<file path="config.mk">
export PLATFORM = sky130hd
export DESIGN_NAME = snowbro2_snd_bus
export DESIGN_NICKNAME = d
export VERILOG_FILES = /design/src/rtl/snowbro2_snd_bus.sv
export SDC_FILE = /design/constraint.sdc
export NUM_CORES = 1
export LEC_CHECK = 0
export ABC_AREA = 1
export CORE_UTILIZATION = 50
export CTS_CLUSTER_SIZE = 16
export DETAILED_ROUTE_END_ITERATION = 12
export PLACE_DENSITY = 0.8
export SYNTH_ARGS = -nofsm -noshare
export SYNTH_HDL_FRONTEND = slang
export SYNTH_SLANG_ARGS = --single-unit
</file>
<file path="constraint.sdc">
create_clock -name CLK96 -period 5.26 [get_ports CLK96]
set_clock_uncertainty 0.1 [all_clocks]
set_input_delay 0.789 -clock CLK96 [delete_from_list [all_inputs] [get_ports CLK96]]
set_output_delay 0.789 -clock CLK96 [all_outputs]
set_load 0.03 [all_outputs]
</file>
<file path="src/rtl/snowbro2_snd_bus.sv">
// Sound-CPU write bus for the Snow Bros 2 YM2151/OKI pair: a 4-deep write FIFO drained by a strobe sequencer.
// Optional macro SNOWBRO2_SNDBUS_BUSY_EN models the YM2151 busy interval after data writes.
module snowbro2_snd_bus (
    input  logic       CLK96,
    input  logic       RESET96,
    input  logic       YM2151_CEN,
    input  logic       OKI_CEN,
    input  logic       cpu_wr,
    input  logic       cpu_rd,
    input  logic [1:0] cpu_addr,
    input  logic [7:0] cpu_din,
    output logic       cpu_rdy,
    output logic [7:0] cpu_dout,
    output logic       cpu_dvalid,
    output logic       YM2151_CS,
    output logic       YM2151_WE,
    output logic       YM2151_WR_CMD,
    output logic [7:0] YM2151_DIN,
    input  logic [7:0] YM2151_DOUT,
    output logic       OKI_WE,
    output logic [7:0] OKI_DIN,
    input  logic [7:0] OKI_DOUT,
    output logic       OKI_BANK
);

    typedef enum logic [2:0] {StIdle, StYmStb, StOkiStb, StGap, StBusy} state_e;

    state_e     state_q;
    logic [9:0] fifo_q [4];
    logic [1:0] wr_ptr_q, rd_ptr_q;
    logic [2:0] count_q, count_d;
    logic       rdy_q;
    logic       push, pop;
    logic [1:0] head_addr;
    logic [7:0] head_data;
    logic       ym_cs_q, ym_we_q, ym_cmd_q, oki_we_q, bank_q, gap_q;
    logic [7:0] ym_din_q, oki_din_q, dout_q, rd_data;
    logic       dvalid_q;
`ifdef SNOWBRO2_SNDBUS_BUSY_EN
    logic [6:0] busy_cnt_q;
`endif

    assign push      = cpu_wr & rdy_q;
    assign pop       = (state_q == StIdle) && (count_q != 3'd0);
    assign head_addr = fifo_q[rd_ptr_q][9:8];
    assign head_data = fifo_q[rd_ptr_q][7:0];

    always_comb begin
        count_d = count_q;
        if (push && !pop) begin
            count_d = count_q + 3'd1;
        end else if (pop && !push) begin
            count_d = count_q - 3'd1;
        end
    end

    // Storage is left unreset; count_q alone decides what is valid.
    always_ff @(posedge CLK96) begin
        if (push) begin
            fifo_q[wr_ptr_q] <= {cpu_addr, cpu_din};
        end
    end

    always_ff @(posedge CLK96) begin
        if (RESET96) begin
            wr_ptr_q <= 2'd0;
            rd_ptr_q <= 2'd0;
            count_q  <= 3'd0;
            rdy_q    <= 1'b1;
        end else begin
            if (push) wr_ptr_q <= wr_ptr_q + 2'd1;
            if (pop)  rd_ptr_q <= rd_ptr_q + 2'd1;
            count_q <= count_d;
            rdy_q   <= (count_d < 3'd4);
        end
    end

    always_ff @(posedge CLK96) begin
        if (RESET96) begin
            state_q   <= StIdle;
            ym_cs_q   <= 1'b0;
            ym_we_q   <= 1'b1;
            ym_cmd_q  <= 1'b0;
            ym_din_q  <= 8'h00;
            oki_we_q  <= 1'b1;
            oki_din_q <= 8'h00;
            bank_q    <= 1'b0;
            gap_q     <= 1'b0;
`ifdef SNOWBRO2_SNDBUS_BUSY_EN
            busy_cnt_q <= 7'd0;
`endif
        end else begin
            unique case (state_q)
                StIdle: begin
                    if (pop) begin
                        case (head_addr)
                            2'd0, 2'd1: begin
                                ym_cs_q  <= 1'b1;
                                ym_we_q  <= 1'b0;
                                ym_cmd_q <= head_addr[0];
                                ym_din_q <= head_data;
                                state_q  <= StYmStb;
                            end
                            2'd2: begin
                                oki_we_q  <= 1'b0;
                                oki_din_q <= head_data;
                                state_q   <= StOkiStb;
                            end
                            default: begin
                                bank_q  <= head_data[0];
                                gap_q   <= 1'b0;
                                state_q <= StGap;
                            end
                        endcase
                    end
                end
                StYmStb: begin
                    if (YM2151_CEN) begin
                        ym_cs_q <= 1'b0;
                        ym_we_q <= 1'b1;
                        gap_q   <= 1'b0;
`ifdef SNOWBRO2_SNDBUS_BUSY_EN
                        busy_cnt_q <= 7'd0;
`endif
                        state_q <= ym_cmd_q ? StBusy : StGap;
                    end
                end
                StOkiStb: begin
                    if (OKI_CEN) begin
                        oki_we_q <= 1'b1;
                        gap_q    <= 1'b0;
                        state_q  <= StGap;
                    end
                end
                StGap: begin
                    gap_q <= !gap_q;
                    if (gap_q) state_q <= StIdle;
                end
                StBusy: begin
`ifdef SNOWBRO2_SNDBUS_BUSY_EN
                    if (YM2151_CEN) begin
                        busy_cnt_q <= busy_cnt_q + 7'd1;
                        if (busy_cnt_q == 7'd67) state_q <= StIdle;
                    end
`else
                    gap_q <= !gap_q;
                    if (gap_q) state_q <= StIdle;
`endif
                end
                default: state_q <= StIdle;
            endcase
        end
    end

    always_comb begin
        rd_data = 8'h00;
        case (cpu_addr)
            2'd0, 2'd1: begin
                rd_data = YM2151_DOUT;
`ifdef SNOWBRO2_SNDBUS_BUSY_EN
                if (state_q == StBusy) rd_data[7] = 1'b1;
`endif
            end
            2'd2:    rd_data = OKI_DOUT;
            default: rd_data = {7'b0, bank_q};
        endcase
    end

    always_ff @(posedge CLK96) begin
        if (RESET96) begin
            dvalid_q <= 1'b0;
            dout_q   <= 8'h00;
        end else begin
            dvalid_q <= cpu_rd;
            if (cpu_rd) dout_q <= rd_data;
        end
    end

    assign cpu_rdy       = rdy_q;
    assign cpu_dout      = dout_q;
    assign cpu_dvalid    = dvalid_q;
    assign YM2151_CS     = ym_cs_q;
    assign YM2151_WE     = ym_we_q;
    assign YM2151_WR_CMD = ym_cmd_q;
    assign YM2151_DIN    = ym_din_q;
    assign OKI_WE        = oki_we_q;
    assign OKI_DIN       = oki_din_q;
    assign OKI_BANK      = bank_q;

endmodule

</file>
Yosys cells after proc, flatten, opt, wreduce, memory -nomap -nowiden
Memory sizes are Yosys's and may differ from the RTL's. A register that Yosys moved wholly into a read port is not among the register bits.
Index checks and enable logic that the tools add are counted.
W data, S select, Z words.
Storage, ports and cells
  bits in writable memories: 40
  flip-flop bits (word level): 42
  memories: 1
  output and inout bits: 31
  word-level logic and storage cells: 92
Memories
  fifo_q: depth 4, width 10, read ports 1, clocked after Yosys merged registers in 1, write ports 1, RTL line 29  | logic [9:0] fifo_q [4];
Operators by class
  muxes and demuxes: 30
  reductions and logical operators: 24
  $lt $le $gt $ge: 1
  bitwise gates (word level): 2
  equality and inequality tests: 15
  add/subtract/negate cells: 4
Operator list (count)
  $mux W3: 7
  $pmux W8 S2: 1
  $mux W1: 14
  $pmux W3 S4: 1
  $reduce_and A4 Y1: 3
  $reduce_and A3 Y1: 3
  $ne A2 B2 Y1 const B: 4
  $eq A3 B2 Y1 const B: 2
  $ne A2 B1 Y1 const B: 3
  $pmux W1 S2: 3
  $reduce_or A2 Y1: 3
  $reduce_and A5 Y1: 1
  $add A2 B1 Y2 const B: 2
  $eq A2 B1 Y1 const B: 2
  $eq A2 B2 Y1 const B: 2
  $logic_not A2 Y1: 2
  $mux W2: 2
  $pmux W1 S4: 1
  $pmux W2 S2: 1
  $reduce_bool A2 Y1: 2
  $reduce_bool A4 Y1: 1
  $add A3 B1 Y3 const B: 1
  $eq A3 B1 Y1 const B: 1
  $eq A3 B3 Y1 const B: 1
  other kinds (9): 13

Logic depth before layout (Yosys ltp)
Gate-level depths: netlist of the first run.
  depth in word-level cells: 6
  gate-level depth with buffers: 15
  gate-level depth less buffers: 14

Least setup slack after synthesis of the first run
Ideal clock, no wire load.
  path kind: reg2reg
  from: reg count_q[0]
  to: reg rdy_q (netlist: cpu_rdy)
  setup time: 0.114 ns
  data required time: 5.046 ns
  stages on the path, launching flop included: 16
  path buffers: 1
  arrival: 1.701 ns
  clock period less this slack: 1.914 ns
  setup slack: 3.346 ns
  cell sequence: dfxtp_1 > inv_1 > ha_1 > inv_1 > nor2_1 > nor2_8 > buf_4 > inv_1 > ha_1 > inv_1 > nand3_1 > nand2_1 > nand2_1 > nand2_1 > nor2_1 > inv_1
Between the ends
  cells in the longest elaborated chain, start to end: 6
  elaborated cells on any way between the ends: 10
Ends and longest elaborated chain
  start: declaration: RTL line 31  | logic [2:0] count_q, count_d;
  start signal: assignment: RTL line 73  | count_q <= count_d;
  branches (longest 4 deep; another with $sub A3 B1 Y3)
  $mux W3 *: RTL line 50  | if (push && !pop) begin
  $lt A3 B3 Y1 *: RTL line 74  | rdy_q <= (count_d < 3'd4);
  end signal: assignment: RTL line 74
  end: declaration: RTL line 32  | logic rdy_q;
Mark *: on every way between the ends.
A chain may end at the register's enable or synchronous reset.

==> impl_metrics.yaml, run 1 <==
synthesis:
  synth-compound-area-share_pct: 14.08
  synth-simple-area-share_pct: 17.37
  synth.distinct_cells: 30
  synthXorXnorAreaFrac_pct: 0
  ys_seq_area_share_pct: 59.47
  yosys_warnings: 0
  netlist_area_sq_mm: 0.003501
  ys_ff_latch: 84
  muxShareOfSynthArea_pct: 0
  syn_nets: 411
  syn_inst: 370
  syn_avg_cell_area_sq_um: 9.462
  synthAdderAreaFrac_pct: 3.217
  synth_top_family_by_area: "simple AND/OR/NAND/NOR gates"
drt:
  dr.pass1.iters: 4
  route.detailed.drc: 0
  drt-total-wl_um: 7243
  routedWlPerCell_um: 13.67
  via_per_inst: 5.160
  drt_iter0_markers: 136
  vias: 2735
  ant_nets: 0
setup_path:
  cp.required_ns: 5.41
  worstPathBufferInverterCount: 1
  crit_cells: 7
  slowest_stage: "dfxtp_1"
  cpLargestDelayFamily: "simple AND/OR/NAND/NOR gates"
  critPathMostFrequentCell: "nand2_1"
  crit_end: "YM2151_DIN[5]$_SDFFE_PP0P_"
  arrival_ns: 2.81
  cp_max_fo: 22
  crit_chain: "inv_2 -> nand2_1 -> nand3_1 -> nand2_1 -> nand2_1 -> o21ai_0 -> nor2_1"
  critPathMaxStageDelay_ns: 0.81
  r2r_cells: 7
  endpoint_kind: "register"
  critPathLaunchType: "register"
  critPathKind: "register to register"
  rrSetupSlack_ns: 2.60
  rr_endpoint: "YM2151_DIN[5]$_SDFFE_PP0P_"
placed_design:
  port_buffers: 62
  pre_cts_ws_ns: 2.335
  gp_congestion: 0.8203
  hpwl_um: 4931
global_route:
  antenna_found_initial: 0
  grt-ovfl-total: 0
  grt_use_total_pct: 20.95
  grt_pass1_wl_um: 11670
  grt_pass1_vias: 2550
  grt_max_degree: 23
finish:
  nets: 470
  antenna_cells: 0
  layout_common_cells: "nand2_1, clkdlybuf4s50_1, a21oi_1"
  drive_gt1_share_pct: 6.912
  final_common_cell: "nand2_1"
  n_fill_cell: 551
  area_growth_pct: 23.87
die:
  io_pins: 63
  start_util_pct: 51.53
  die_y_um: 85.68
  die_x_um: 85.68
  placementRows: 30
  core_region_area_sq_mm: 0.006794
  die-area_sq_mm: 0.007340
clocking:
  ctsHoldBuffers: 0
  cts-htree-levels: 3
  cts_resized: 0
  cts_num_sinks: 84
  post-cts-setup-buffers: 0
  root_buffer: "clkbuf_8"
  clkTransAtPathRegs_ns: 0.08
  clock_latency_ns: 0.36
  tritoncts: "done"
  clockBufferDepth: 2
  numCtsBuffers: 9
pwr:
  power.density_cell_area_mw_per_mm2: 510.7
  ir_drop_mv: 0.2135
  leakage_nw: 1.609
timing:
  fin_crit_sh_pct: 50.48
  fin_crit_ns: 2.655
  fin_ws_ns: 2.605
  timing.final.max_slew_violations: 0
  slew_headroom_pct: 35.41
  timing.hold.ws_ns: 0.3598
  setup_viol: 0
  max_clock_freq_mhz: 376.6
  hold_viol: 0
  rsz0062_at_grt: "no"
  fin_setup_tns_ns: 0
  tightest_slew_ns: 0.9652
min_path:
  worstHoldPathType: "register to register"
flow_run:
  max-cap-violations: 0
run_status:
  outcome: "finished, final reports clean"
## report_power, final
group | leakage (nW) | switching (mW) | internal, mW
combinational | 0.798 | 0.569 | 0.319
sequential | 0.727 | 0.101 | 0.810
clock | 0.0838 | 0.240 | 0.176
total | 1.61 | 0.910 | 1.30
## routing by layer
| metal | vias up | wire length (um) | GRT usage, % |
|---|---|---|---|
| met1 | 1281 | 3202 | 26.14 |
| met4 | 0 | 185 | 10.76 |
| met2 | 67 | 3592 | 34.47 |
| li1 | 1372 | - | - |
| met5 | - | 0 | 0 |
| met3 | 15 | 262 | 4.524 |
## tightest hold or removal path, cell delays in order (launching register included)
cell,delay (ns)
dfxtp_1,0.33
nand2_1,0.05
nand3_1,0.05
## worst min-delay path by stage
stage,from,to,depth (start not counted)
floorplan,rd_ptr_q[1]$_SDFFE_PP0N_,register,2
global placement,YM2151_CS$_SDFFE_PP0P_,YM2151_CS$_SDFFE_PP0P_,2
detailed placement,OKI_WE$_SDFFE_PP1P_,OKI_WE$_SDFFE_PP1P_,2
CTS,YM2151_CS$_SDFFE_PP0P_,YM2151_CS$_SDFFE_PP0P_,2
global route,YM2151_WE$_SDFFE_PP1P_,YM2151_WE$_SDFFE_PP1P_,1
finish,OKI_WE$_SDFFE_PP1P_,OKI_WE$_SDFFE_PP1P_,2
## synthesized netlist by cell type
master | count | area (sq um)
nand4_1 | 1 | 6.260
clkbuf_1 | 4 | 15.01
clkinv_1 | 1 | 3.750
nand3b_1 | 1 | 7.510
nand2_1 | 65 | 244.0
nor2_8 | 1 | 20.02
nand2_2 | 5 | 31.28
nor3_1 | 2 | 10.01
inv_2 | 2 | 7.510
o21ai_1 | 4 | 20.02
dfxtp_1 | 44 | 880.8
inv_1 | 29 | 108.9
clkinv_2 | 1 | 5.000
a211oi_2 | 1 | 12.51
ha_1 | 9 | 112.6
nor2_4 | 1 | 11.26
buf_2 | 4 | 20.02
o21ai_0 | 35 | 175.2
nand3_4 | 1 | 17.52
a21oi_1 | 45 | 225.2
nor2_1 | 40 | 150.1
buf_1 | 1 | 3.750
a41oi_1 | 1 | 8.760
buf_4 | 4 | 30.03
o22ai_1 | 7 | 43.79
buf_6 | 1 | 11.26
nor3_2 | 3 | 30.03
edfxtp_1 | 40 | 1201
nand3_1 | 16 | 80.08
a21o_1 | 1 | 7.510
## stage by stage
step           power [mW]  instance area, sq um  utilization [%]  cells
2_1_floorplan       1.565                  3501                -    370
3_3_place_gp        1.777                  4161            61.25    514
5_1_grt             2.364                  4337            63.83    530
3_5_place_dp        1.805                  4161            61.25    514
6_report            2.215                  4337            63.83    530
4_1_cts             2.221                  4337            63.83    530
## state kept, by name, summed over array words and instances (netlist names), named ones only
signal / count
fifo_q: 40
OKI_DIN: 8
YM2151_DIN: 8
cpu_dout: 8
count_q: 3
state_q: 3
rd_ptr_q: 2
wr_ptr_q: 2
OKI_BANK: 1
OKI_WE: 1
YM2151_CS: 1
YM2151_WE: 1
YM2151_WR_CMD: 1
cpu_dvalid: 1
cpu_rdy: 1
gap_q: 1
## logic make-up (layout without fill, tap and decap cells)
kind of cell,Yosys count,count (layout)
and+or+nand+nor,136,136
buffers and inverters,47,111
DFF,84,84
AOI/OAI and AO/OA,94,94
adders and majority gates,9,9
## layout make-up
class | count | area, sq um | share of cell area, %
Clock buffer | 10 | 127.6 | 2.943
Clock inverter | 6 | 47.55 | 1.096
Inverter | 33 | 125.1 | 2.885
Multi-Input combinational cell | 239 | 1214 | 27.99
Sequential cell | 84 | 2082 | 48.01
Tap cell | 96 | 120.1 | 2.770
Timing Repair Buffer | 62 | 620.6 | 14.31
(Power assumes the default switching activity.)
==> run 2, diff against run 1 <==
==> constraint.sdc (replaced) <==
create_clock -name CLK96 -period 2.7 [get_ports CLK96]
set_clock_uncertainty 0.1 [all_clocks]
set_input_delay 0.405 -clock CLK96 [delete_from_list [all_inputs] [get_ports CLK96]]
set_output_delay 0.405 -clock CLK96 [all_outputs]
set_load 0.03 [all_outputs]
==> run 2 against run 1 <==
Sequential share of layout area is 0.48 points lower. Design area is 1.0% higher. Wire length is 2.1% higher. Non-clock buffer count is 6 higher. Clock-buffer cell count is 1 lower. Maximum frequency is 32% higher. Via count is 0.91% higher. Final cell count is 1.1% higher.
==> impl_metrics.yaml, run 2 (synthesized netlist as in run 1, its figures left out) <==
setup_path:
  cp_max_fo: 17
  critPathLaunchType: "register"
  critPathKind: "register to register"
  endpoint_kind: "register"
  arrival_ns: 2.16
  cp.required_ns: 2.85
finish:
  antenna_cells: 0
  final_common_cell: "nand2_1"
  regMostFlops: "fifo_q"
  largest_reg_flops: 40
  layout_common_cells: "nand2_1, clkdlybuf4s50_1, a21oi_1"
  drive_gt1_share_pct: 8.182
  nets: 476
  area_growth_pct: 25.13
flow_run:
  max-cap-violations: 0
drt:
  ant_nets: 0
  routedWlPerCell_um: 13.79
  drt_iter0_markers: 132
  dr.pass1.iters: 4
  vias: 2760
  route.detailed.drc: 0
  drt-total-wl_um: 7394
  via_per_inst: 5.149
pwr:
  internal_power_mw: 2.553
  clkPwrFrac_pct: 18.3
  seq_power_share_pct: 40.1
  power.density_cell_area_mw_per_mm2: 988.9
  ir_drop_mv: 0.4987
  sw_frac_of_total_pct: 41.06
  switchingPower_mw: 1.779
  comb_power_share_pct: 41.6
  leakage_nw: 1.637
  total_power_mw: 4.332
die:
  die_y_um: 85.68
  die_x_um: 85.68
  die-area_sq_mm: 0.007340
  start_util_pct: 51.53
  io_pins: 63
  core_region_area_sq_mm: 0.006794
  placementRows: 30
clocking:
  cts_num_sinks: 84
  numCtsBuffers: 9
  cts_resized: 0
  tritoncts: "done"
  clock_latency_ns: 0.35
  clkTransAtPathRegs_ns: 0.09
  cts-htree-levels: 3
  root_buffer: "clkbuf_8"
  ctsHoldBuffers: 0
  post-cts-setup-buffers: 0
  clockBufferDepth: 2
timing:
  hold_viol: 0
  fin_crit_sh_pct: 74.61
  fin_setup_tns_ns: 0
  rsz0062_at_grt: "no"
  tightest_slew_ns: 0.5990
  max_clock_freq_mhz: 496.4
  setup_viol: 0
  fin_crit_ns: 2.015
  timing.final.max_slew_violations: 0
  slew_headroom_pct: 60.02
global_route:
  grt_use_total_pct: 20.82
  grt-ovfl-total: 0
  grt_pass1_vias: 2599
  antenna_found_initial: 0
  grt_pass1_wl_um: 11870
  grt_max_degree: 22
min_path:
  worstHoldPathType: "register to register"
run_status:
  outcome: "finished, final reports clean"
placed_design:
  hpwl_um: 5115
  port_buffers: 62
  gp_congestion: 0.8057
==> run 2: cell types whose count changed in the layout (fill, tap and decap cells not counted), sizes merged <==
cell / before / now
buf: 0 / 6
clkbuf: 10 / 9
inv: 34 / 33
clkinv: 3 / 4
clkinvlp: 2 / 3
==> run 2: path summary, 6_finish.rpt <==
kind / from / endpoint / slack (ns) / cells past startpoint
setup reg to reg: count_q[0]$_SDFFE_PP0P_ / cpu_rdy$_SDFF_PP1_ / 0.69 / 13
hold reg to reg: YM2151_CS$_SDFFE_PP0P_ / YM2151_CS$_SDFFE_PP0P_ / 0.36 / 2
setup / recovery: count_q[0]$_SDFFE_PP0P_ / cpu_rdy$_SDFF_PP1_ / 0.69 / 13
hold / removal: YM2151_CS$_SDFFE_PP0P_ / YM2151_CS$_SDFFE_PP0P_ / 0.36 / 2
==> run 2: stage by stage <==
step	hold WS [ns]	cell area, sq um	instances	setup WS, ns	utilization (%)
floorplan	0.3363	3501	370	0.7856	-
global placement	0.3424	4207	520	0.6855	61.92
detailed placement	0.3456	4207	520	0.5948	61.92
CTS	0.3588	4380	536	0.6841	64.48
global route	0.3790	4380	536	0.4502	64.48
finish	0.3587	4380	536	0.6855	64.48
==> run 2: area by class of cell <==
type	instances	area [sq um]
tap	96	120.1
fill	549	2414
multi-input combinational	239	1214
sequential	84	2082
timing repair buffer	68	665.6
clock buffer	9	123.9
clock inverter	7	50.05
inverter	33	125.1
==> run 2: power by group through the flow <==
stage	Combinational [mW]	Clock (mW)	Sequential, mW
2_1_floorplan	1.11	0	1.94
3_3_place_gp	1.73	0	1.75
3_5_place_dp	1.78	0	1.76
4_1_cts	1.80	0.805	1.74
5_1_grt	2.01	0.851	1.76
6_report	1.80	0.792	1.74
==> run 2: layer usage <==
metal / global-route usage (%) / up-vias / wire length [um]
li1: - / 1376 / -
met1: 26.86 / 1298 / 3183
met2: 33.96 / 70 / 3702
met3: 4.139 / 16 / 328
met4: 9.697 / 0 / 179
met5: 0 / - / 0
==> run 2: worst max-delay path: stages, from the launching register on <==
cell,delay (ns)
dfxtp_1,0.38
inv_1,0.08
ha_1,0.19
inv_1,0.05
nor2_1,0.09
nor2_8,0.27
inv_1,0.08
ha_1,0.22
inv_1,0.10
nand3_1,0.08
nand2_1,0.08
nor2_1,0.04
nor2_1,0.12
inv_1,0.05
